$ cat src/rtl/pipe_pkg.sv
// Shared pipeline constants for the hazard scoreboard and its per-register entries.
package pipe_pkg;
  localparam int unsigned REG_AW   = 5;
  localparam int unsigned LAT_W    = 3;
  localparam int unsigned STALL_CW = 16;

  localparam logic [LAT_W-1:0] LAT_INF  = '1;
  localparam logic [LAT_W-1:0] LAT_ALU  = '0;
  localparam logic [LAT_W-1:0] LAT_LOAD = 3'd1;
  localparam logic [LAT_W-1:0] LAT_DIV  = LAT_INF;

  typedef enum logic [1:0] {
    ENT_HOLD,
    ENT_SET,
    ENT_CLR,
    ENT_DEC
  } ent_op_e;
endpackage

$ cat src/rtl/hazard_scoreboard_sb_entry.sv
// One scoreboard countdown: set on issue, clear on writeback, otherwise count down
// unless parked at the unbounded value.
module sb_entry
  import pipe_pkg::*;
#(
  parameter int unsigned LAT_W = pipe_pkg::LAT_W
) (
  input  logic             clk_i,
  input  logic             rst_i,
  input  logic             set_i,
  input  logic [LAT_W-1:0] set_val_i,
  input  logic             clr_i,
  output logic [LAT_W-1:0] cnt_o,
  output logic             busy_o,
  output logic             inf_o
);

  logic [LAT_W-1:0] cnt_q;
  ent_op_e          op;

  assign cnt_o  = cnt_q;
  assign busy_o = (cnt_q != '0);
  assign inf_o  = (cnt_q == '1);

  always_comb begin
    op = ENT_HOLD;
    if (set_i)                op = ENT_SET;
    else if (clr_i)           op = ENT_CLR;
    else if (busy_o && !inf_o) op = ENT_DEC;
  end

  always_ff @(posedge clk_i or negedge rst_i) begin
    if (!rst_i) begin
      cnt_q <= '0;
    end else begin
      case (op)
        ENT_SET: cnt_q <= set_val_i;
        ENT_CLR: cnt_q <= '0;
        ENT_DEC: cnt_q <= cnt_q - LAT_W'(1);
        default: cnt_q <= cnt_q;
      endcase
    end
  end

endmodule

$ cat src/rtl/hazard_scoreboard.sv
// Per-register scoreboard hazard unit beside ID: RAW/WAW stall generation over
// in-flight writes of arbitrary latency, plus a saturating stall-cycle counter.
module hazard_scoreboard
  import pipe_pkg::*;
#(
  parameter int unsigned REG_AW   = pipe_pkg::REG_AW,
  parameter int unsigned LAT_W    = pipe_pkg::LAT_W,
  parameter int unsigned STALL_CW = pipe_pkg::STALL_CW
) (
  input  logic                  clk_i,
  input  logic                  rst_i,
  input  logic                  id_valid_i,
  input  logic [REG_AW-1:0]     id_rs1_i,
  input  logic [REG_AW-1:0]     id_rs2_i,
  input  logic                  id_use_rs1_i,
  input  logic                  id_use_rs2_i,
  input  logic [REG_AW-1:0]     id_rd_i,
  input  logic                  id_wen_i,
  input  logic [LAT_W-1:0]      id_lat_i,
  input  logic                  flush_i,
  input  logic                  wb_done_i,
  input  logic [REG_AW-1:0]     wb_rd_i,
  output logic                  pc_stall_o,
  output logic                  ifid_stall_o,
  output logic                  ctrl_mux_o,
  output logic [2**REG_AW-1:0]  busy_o,
  output logic [STALL_CW-1:0]   stall_cnt_o
);

  localparam int unsigned NUM_REGS = 2**REG_AW;

  logic [NUM_REGS-1:0][LAT_W-1:0] cnt;
  logic [NUM_REGS-1:0]            busy;
  logic [NUM_REGS-1:0]            inf;
  logic                           raw, waw, stall, issue;

  // x0 is never tracked; its slot reads as permanently idle.
  assign cnt[0]  = '0;
  assign busy[0] = 1'b0;
  assign inf[0]  = 1'b0;

  for (genvar r = 1; r < NUM_REGS; r++) begin : g_entry
    sb_entry #(.LAT_W(LAT_W)) u_entry (
      .clk_i     (clk_i),
      .rst_i     (rst_i),
      .set_i     (issue && (id_rd_i == REG_AW'(r))),
      .set_val_i (id_lat_i),
      .clr_i     (wb_done_i && (wb_rd_i == REG_AW'(r))),
      .cnt_o     (cnt[r]),
      .busy_o    (busy[r]),
      .inf_o     (inf[r])
    );
  end

  always_comb begin
    raw = (id_use_rs1_i && (id_rs1_i != '0) && busy[id_rs1_i]) ||
          (id_use_rs2_i && (id_rs2_i != '0) && busy[id_rs2_i]);
    // A younger write may only land once the older one to the same rd is no later.
    waw = id_wen_i && (id_rd_i != '0) && busy[id_rd_i] &&
          (inf[id_rd_i] || (cnt[id_rd_i] > id_lat_i));
    stall = id_valid_i && !flush_i && (raw || waw);
    issue = id_valid_i && !flush_i && !stall && id_wen_i && (id_rd_i != '0);
  end

  assign pc_stall_o   = stall;
  assign ifid_stall_o = stall;
  assign ctrl_mux_o   = stall;
  assign busy_o       = busy;

  always_ff @(posedge clk_i or negedge rst_i) begin
    if (!rst_i) begin
      stall_cnt_o <= '0;
    end else if (stall && (stall_cnt_o != '1)) begin
      stall_cnt_o <= stall_cnt_o + STALL_CW'(1);
    end
  end

endmodule

$ cat config.mk
export PLATFORM = sky130hd
export DESIGN_NAME = hazard_scoreboard
export DESIGN_NICKNAME = d
export VERILOG_FILES = /design/src/rtl/pipe_pkg.sv /design/src/rtl/hazard_scoreboard_sb_entry.sv /design/src/rtl/hazard_scoreboard.sv
export SDC_FILE = /design/constraint.sdc
export NUM_CORES = 1
export LEC_CHECK = 0
export ABC_AREA = 1
export BUFFER_PORTS_ARGS = -buffer_cell sky130_fd_sc_hd__buf_2
export CAP_MARGIN = 20
export CORE_MARGIN = 2
export CORE_UTILIZATION = 34
export CTS_BUF_LIST = sky130_fd_sc_hd__clkbuf_4
export CTS_CLUSTER_DIAMETER = 100
export DETAILED_ROUTE_END_ITERATION = 6
export GPL_TIMING_DRIVEN = 0
export PLACE_DENSITY = 0.53
export RECOVER_POWER = 50
export SYNTH_ARGS = -nofsm -noshare
export SYNTH_HDL_FRONTEND = slang
export SYNTH_SLANG_ARGS = --single-unit
$ cat constraint.sdc
create_clock -name clk_i -period 3.9 [get_ports clk_i]
set_input_delay 0.39 -clock clk_i [delete_from_list [all_inputs] [get_ports clk_i]]
set_output_delay 0.39 -clock clk_i [all_outputs]
set_load 0.02 [all_outputs]
Word level (Yosys, flattened, before mapping)
Index checks and enable logic that the tools add are counted.
{"block": "totals", "register_bits": 109, "in_bits": 31, "out_inout_bits": 51, "word_cells": 596}
{"block": "classes", "addsub": 32, "magnitude_cmp": 4, "eq_ne": 187, "n_mux": 134, "n_reduce_logical": 207}
{"cell": "3-bit case mux with 3 select lines", "count": 31}
{"cell": "2-bit two-way mux", "count": 93}
{"cell": "3-bit nonzero test", "count": 62}
{"cell": "5-bit == test, second input constant", "count": 32}
{"cell": "2-bit == test, second input constant", "count": 62}
{"cell": "1-bit logical AND", "count": 106}
{"cell": "3-bit == test, second input constant", "count": 31}
{"cell": "3-bit by 1-bit subtractor with 3-bit output, second input constant", "count": 31}
{"cell": "5-bit by 4-bit == test with 1-bit output, second input constant", "count": 16}
{"cell": "2-bit by 1-bit == test with 1-bit output, second input constant", "count": 31}
{"cell": "5-bit by 3-bit == test with 1-bit output, second input constant", "count": 8}
{"cell": "1-bit zero test", "count": 33}
{"cell": "1-bit binary-select mux with 5-bit select", "count": 4}
{"cell": "5-bit by 2-bit == test with 1-bit output, second input constant", "count": 4}
{"cell": "5-bit by 6-bit less-than comparator with 1-bit output, second input constant", "count": 3}
{"cell": "16-bit by 1-bit adder with 16-bit output, second input constant", "count": 1}
{"cell": "16-bit inequality test, second input constant", "count": 1}
{"cell": "3-bit binary-select mux with 5-bit select", "count": 1}
{"cell": "5-bit nonzero test", "count": 3}
{"cell": "5-bit by 1-bit == test with 1-bit output, second input constant", "count": 2}
{"cell": "1-bit two-way mux", "count": 4}
{"cell": "3-bit > comparator", "count": 1}
{"cell": "1-bit logical OR", "count": 3}
{"cell": "3-bit two-way mux", "count": 1}

Depth between registers and ports, before layout
{"block": "logic_depth", "word_depth": 15, "depth_mapped": 25, "depth_no_buf": 20}

Hierarchy
Synthesis repeated with hierarchy kept, for this count alone.
{"block": "hier_totals", "hier_cells": 1854, "hier_area_um2": 11302.1}
{"module": "sb_entry", "instances": 31, "cells_per_inst": 35, "area_per_inst_um2": 242.7, "seq_area_each_um2": 75.1}
{"module": "hazard_scoreboard", "instances": 1, "cells_per_inst": 769, "area_per_inst_um2": 3777.4, "seq_area_each_um2": 400.4}

Worst setup path before layout
Ideal clock, no wire load.
{"block": "synth_timing", "path_kind": "input port to output port", "startpoint": "in id_rd_i[0]", "endpoint": "out ifid_stall_o", "arrival_time_ns": 3.406, "required_ns": 3.510, "slack_ns": 0.104, "stages": 20, "n_path_buf": 5, "path_cell_list": "buf_2 -> nor2_1 -> buf_2 -> inv_1 -> clkbuf_1 -> buf_1 -> o22ai_1 -> o21ai_0 -> nand4_1 -> nor2_1 -> a21oi_1 -> ha_1 -> nand3b_1 -> a32o_1 -> o21ai_1 -> nor2_1 -> nor2_2 -> nor2_8 -> nor3_2 -> buf_4"}
{"block": "synth_via", "elab_chain_len": 7, "elab_cells_between_ends": 14, "cone_classes": "order compare: 1; mux: 6; reduce/logical: 7"}
{"item": "from (decl)", "line_no": "hazard_scoreboard.sv:17", "rtl": "input logic [REG_AW-1:0] id_rd_i,"}
{"item": "3-bit binary-select mux with 5-bit select", "line_no": "hazard_scoreboard.sv:60", "rtl": "(inf[id_rd_i] || (cnt[id_rd_i] > id_lat_i));"}
{"item": "3-bit two-way mux (not written as such)", "line_no": "hazard_scoreboard.sv:60"}
{"item": "3-bit > comparator", "line_no": "hazard_scoreboard.sv:60"}
{"item": "1-bit logical OR", "line_no": "hazard_scoreboard.sv:60"}
{"item": "1-bit logical AND (*)", "line_no": "hazard_scoreboard.sv:59", "rtl": "waw = id_wen_i && (id_rd_i != '0) && busy[id_rd_i] &&"}
{"item": "1-bit logical OR (*)", "line_no": "hazard_scoreboard.sv:61", "rtl": "stall = id_valid_i && !flush_i && (raw || waw);"}
{"item": "1-bit logical AND (*)", "line_no": "hazard_scoreboard.sv:61"}
{"item": "to (decl)", "line_no": "hazard_scoreboard.sv:24", "rtl": "output logic ifid_stall_o,"}
Mark *: on every way between the ends. The rest lies on a longest branch, timed or not. The select of a mux whose other input is x is not followed.

Final worst setup path
Ends and elaborated chain as after synthesis.

==> results.md <==
* Result of the run: finished, violations left
* Violated checks: max-capacitance violations, max-slew violations
* Initial Utilization at 34.3%
* Syn avg cell area at 6.24 um2
* Number of antenna violations at the first check in global routing at 2
* TritonCTS clock tree: yes
* Routed wire per std cell at 19.8 um
* Library cell appearing most often on the critical path: sky130_fd_sc_hd__buf_6
* WP data required at 3.51 ns
* Fraction of the yosys area taken by sequential cells at 24.5%
* Setup repair after global routing missed its margin: yes
* Cell-internal power at 0.00429 W
* Static power due to leakage at 7.17 nW
* Via count of the first global-routing pass at 11500
* Vias after detailed routing at 12200
* Type of the most critical hold path: in2reg
* Die span in y at 185 um
* Synthesized area at 11100 um2
* Number of nets in the final layout at 2041
* FF+latch count, synth at 109
* Number of placement rows at 66
* Most used flip-flop cell after synthesis: sky130_fd_sc_hd__dfrtp_1
* Critical path endpoint category: output pin
* Switching part of the total power at 53.6%
* Commonest non-fill, non-tap cells in the layout: sky130_fd_sc_hd__nand2_1 (497), sky130_fd_sc_hd__nand3_1 (257), sky130_fd_sc_hd__inv_1 (247)
* Power density over the cells at 724 nW/um2
* Fraction of layout instances using a drive strength above 1 at 13.2%
* Global-route wire length before repair at 70200 um
* Met2 GRT Util at 45.4%
* Grt ovf at 0
* Die X-Extent at 185 um
* Residual DRC count at 0
* Sequential fraction of design power at 24.5%
* Number of enable-type register cells in the synthesized netlist at 0
* Via-per-instance ratio at 5.15
* Max Transition Viols Final at 38
* # IOs at 82
* Root Driver: sky130_fd_sc_hd__clkbuf_4
* Number of detailed-routing iterations run before antenna repair at 5
* Most utilized layer in the global route result: met2
* Syn. warnings at 0
* Hold slack at 0.214 ns
* Final worst path period need at 3.84 ns
* Slew at the pin closest to its max-slew limit at 2.24 ns
* Proportion of power drawn by combinational gates at 68.6%
* Final wirelength at 46900 um
* Core ar. at 32400 um2
* Largest net degree at the start of global routing at 74
* Number of buffers inserted by port buffering at 75
* Max_slew headroom at -49.5%
* Max Cap Violations at 1
* Post-route worst setup slack at 0.0646 ns
* Sinks on the clock net at 109
* Met3 Usage GRT at 7.10%
* Half-perimeter wire length after detailed placement at 36000 um
* Cell at the slowest stage of the critical path: sky130_fd_sc_hd__a32o_2
* GR met1 Demand/Resource at 35.8%
* Synth Instances at 1783
* Hold wc startpoint: id_lat_i[1]
* Async set or reset register ratio after synthesis at 100%
* Cell-by-cell listing of the critical path: clkbuf_4 -> nor2_2 -> buf_6 -> clkinvlp_4 -> buf_6 -> o22ai_2 -> o21ai_0 -> nand4_1 -> nor2_1 -> a21oi_1 -> ha_1 -> a32o_2 -> o21ai_2 -> nor2_1 -> nor2_2 -> nor2_8 -> nor3_4 -> buf_4 -> buf_6
* Area Overhead vs Synth at 15.0%
* Die area at 34200 um2
* Power spent charging and discharging nets at 0.00496 W
* Maximum fanout count along the critical path at 10
* Clock transition at path regs at 0.20 ns
* Worst setup path startpoint: id_rd_i[0]
* Fmax achieved at 0.261 GHz
* Number of violations reported at the end of detailed-routing iteration 0 at 1188
* Ratio of final minimum period to clock period at 98.3%
* Number of distinct standard cells referenced by the synthesized netlist at 41
* H-tree Lvls at 3
* Worst path max stage delay at 0.29 ns
* Nets in the synthesized netlist at 1911
* Most common cell after layout, fill and taps aside: sky130_fd_sc_hd__nand2_1
* Crit path launch type: input pin
* Number of buffers created by CTS at 9
* Arrival time of data at the critical path endpoint at 3.45 ns
* Clock group share of total power at 7.0%
* Largest voltage drop on the vdd net at 0.000329 V
* Clock Latency Late Sink at 0.63 ns
* Maximum root-to-sink buffer count at 2
* Tot GR Track Use at 28.0%
* Worst setup skew after layout at 0.0501 ns
* Place WS at -1.71 ns
* Final Hold Vio Count at 0
* Number of routed nets with antenna violations at 0
* Category of the critical setup timing path: in2out
* R2R Path Start: g_entry[22].u_entry.cnt_o[2]$_DFFE_PN0P_
* Setup Viol. Count Final at 0
* Placer congestion estimate at 0.993
## cells in the mapped netlist (2+ instances only)
cell type	instances	area, um2
sky130_fd_sc_hd__a21boi_0	6	45.0
sky130_fd_sc_hd__a21oi_1	20	100
sky130_fd_sc_hd__a221oi_1	2	17.5
sky130_fd_sc_hd__buf_1	3	11.3
sky130_fd_sc_hd__buf_2	12	60.1
sky130_fd_sc_hd__buf_4	38	285
sky130_fd_sc_hd__clkbuf_1	31	116
sky130_fd_sc_hd__clkinv_1	4	15.0
sky130_fd_sc_hd__dfrtp_1	109	2730
sky130_fd_sc_hd__ha_1	97	1210
sky130_fd_sc_hd__inv_1	266	998
sky130_fd_sc_hd__inv_2	10	37.5
sky130_fd_sc_hd__nand2_1	500	1880
sky130_fd_sc_hd__nand2_2	4	25.0
sky130_fd_sc_hd__nand3_1	257	1290
sky130_fd_sc_hd__nand3b_1	13	97.6
sky130_fd_sc_hd__nand4_1	42	263
sky130_fd_sc_hd__nand4_2	5	62.6
sky130_fd_sc_hd__nor2_1	199	747
sky130_fd_sc_hd__nor2_2	3	18.8
sky130_fd_sc_hd__nor3_1	8	40.0
sky130_fd_sc_hd__nor3_2	2	20.0
sky130_fd_sc_hd__o211ai_1	4	30.0
sky130_fd_sc_hd__o21ai_0	32	160
sky130_fd_sc_hd__o21ai_1	12	60.1
sky130_fd_sc_hd__o221ai_1	2	17.5
sky130_fd_sc_hd__o22ai_1	40	250
sky130_fd_sc_hd__o32ai_1	2	17.5
sky130_fd_sc_hd__or2_1	3	18.8
sky130_fd_sc_hd__or2_2	2	12.5
sky130_fd_sc_hd__xnor2_1	8	70.1
sky130_fd_sc_hd__xor2_1	38	333
## power groups by stage
stage	logic [W]	clock network (W)	registers, W
global route	0.00718	0.000714	0.00234
finish	0.00635	0.000644	0.00226
detailed placement	0.00585	0	0.00230
global placement	0.00578	0	0.00231
floorplan	0.00430	0	0.00218
CTS	0.00612	0.000665	0.00224
## kinds of logic (layout without fill, tap and decap cells)
group | Yosys count | after routing | share of synthesized area [%]
adder cells (fa/ha/maj) | 97 | 97 | 10.9
other | 1 | 3 | 0.0337
AND/OR/NAND/NOR | 1041 | 1041 | 40.5
XOR/XNOR | 46 | 46 | 3.62
AO/OA/AOI/OAI | 124 | 124 | 6.58
buffers and inverters | 365 | 500 | 13.8
flip-flops | 109 | 109 | 24.5
## through the flow
step | setup TNS (ns) | power [W] | instances | instance area, um2 | utilization (%)
global placement | -167.83 | 0.00808 | 2300 | 12000 | 37.2
CTS | 0 | 0.00903 | 2341 | 12600 | 38.9
finish | 0 | 0.00925 | 2362 | 12800 | 39.5
detailed placement | -167.53 | 0.00815 | 2301 | 12100 | 37.3
global route | -0.215 | 0.0102 | 2362 | 12800 | 39.5
floorplan | 0 | 0.00648 | 1783 | 11100 | -
## worst max-delay path: cells and delay by family
family          cells  cell delay, ns
buf+inv             6            1.00
compound gates      5            0.80
simple gates        7            0.95
fa+ha+maj           1            0.27
## path summary, 6_finish.rpt
check	endpoint	slack (ns)	cells past startpoint
setup / recovery	ifid_stall_o	0.06	19
hold / removal	g_entry[28].u_entry.cnt_o[1]$_DFFE_PN0P_	0.21	5
setup reg to reg	g_entry[9].u_entry.cnt_o[1]$_DFFE_PN0P_	0.21	20
hold reg to reg	g_entry[4].u_entry.cnt_o[1]$_DFFE_PN0P_	0.56	2
max in group asynchronous	g_entry[22].u_entry.cnt_o[2]$_DFFE_PN0P_	0.66	3
min in group asynchronous	g_entry[11].u_entry.cnt_o[2]$_DFFE_PN0P_	0.96	2
## layout make-up
cell class | count | area (um2)
multi-input combinational | 1309 | 7020
sequential | 109 | 2730
fill | 3644 | 19600
inverter | 280 | 1050
antenna | 2 | 5.00
timing repair buffer | 121 | 727
tap | 442 | 553
buffer | 83 | 562
clock inverter | 7 | 68.8
clock buffer | 9 | 67.6
## registers in the layout, indices dropped and copies added (netlist names)
signal and cells:
stall_cnt_o 16, g_entry.u_entry.cnt_o 93
## timing repair
action,4_1_cts,5_1_grt
gates resized for setup,54,45
hold buffers,1,0
endpoints found under the hold margin,36,0
buffers inserted,25,19
pin swaps,15,22
endpoints found under the setup margin,112,7
## layer usage
layer  vias up  share of wire, %
met5         -                 0
met4         0               3.9
met3        92               8.3
met2       456                45
met1      5727                43
li1       5880                 -
Power figures use the tool's default switching activity.
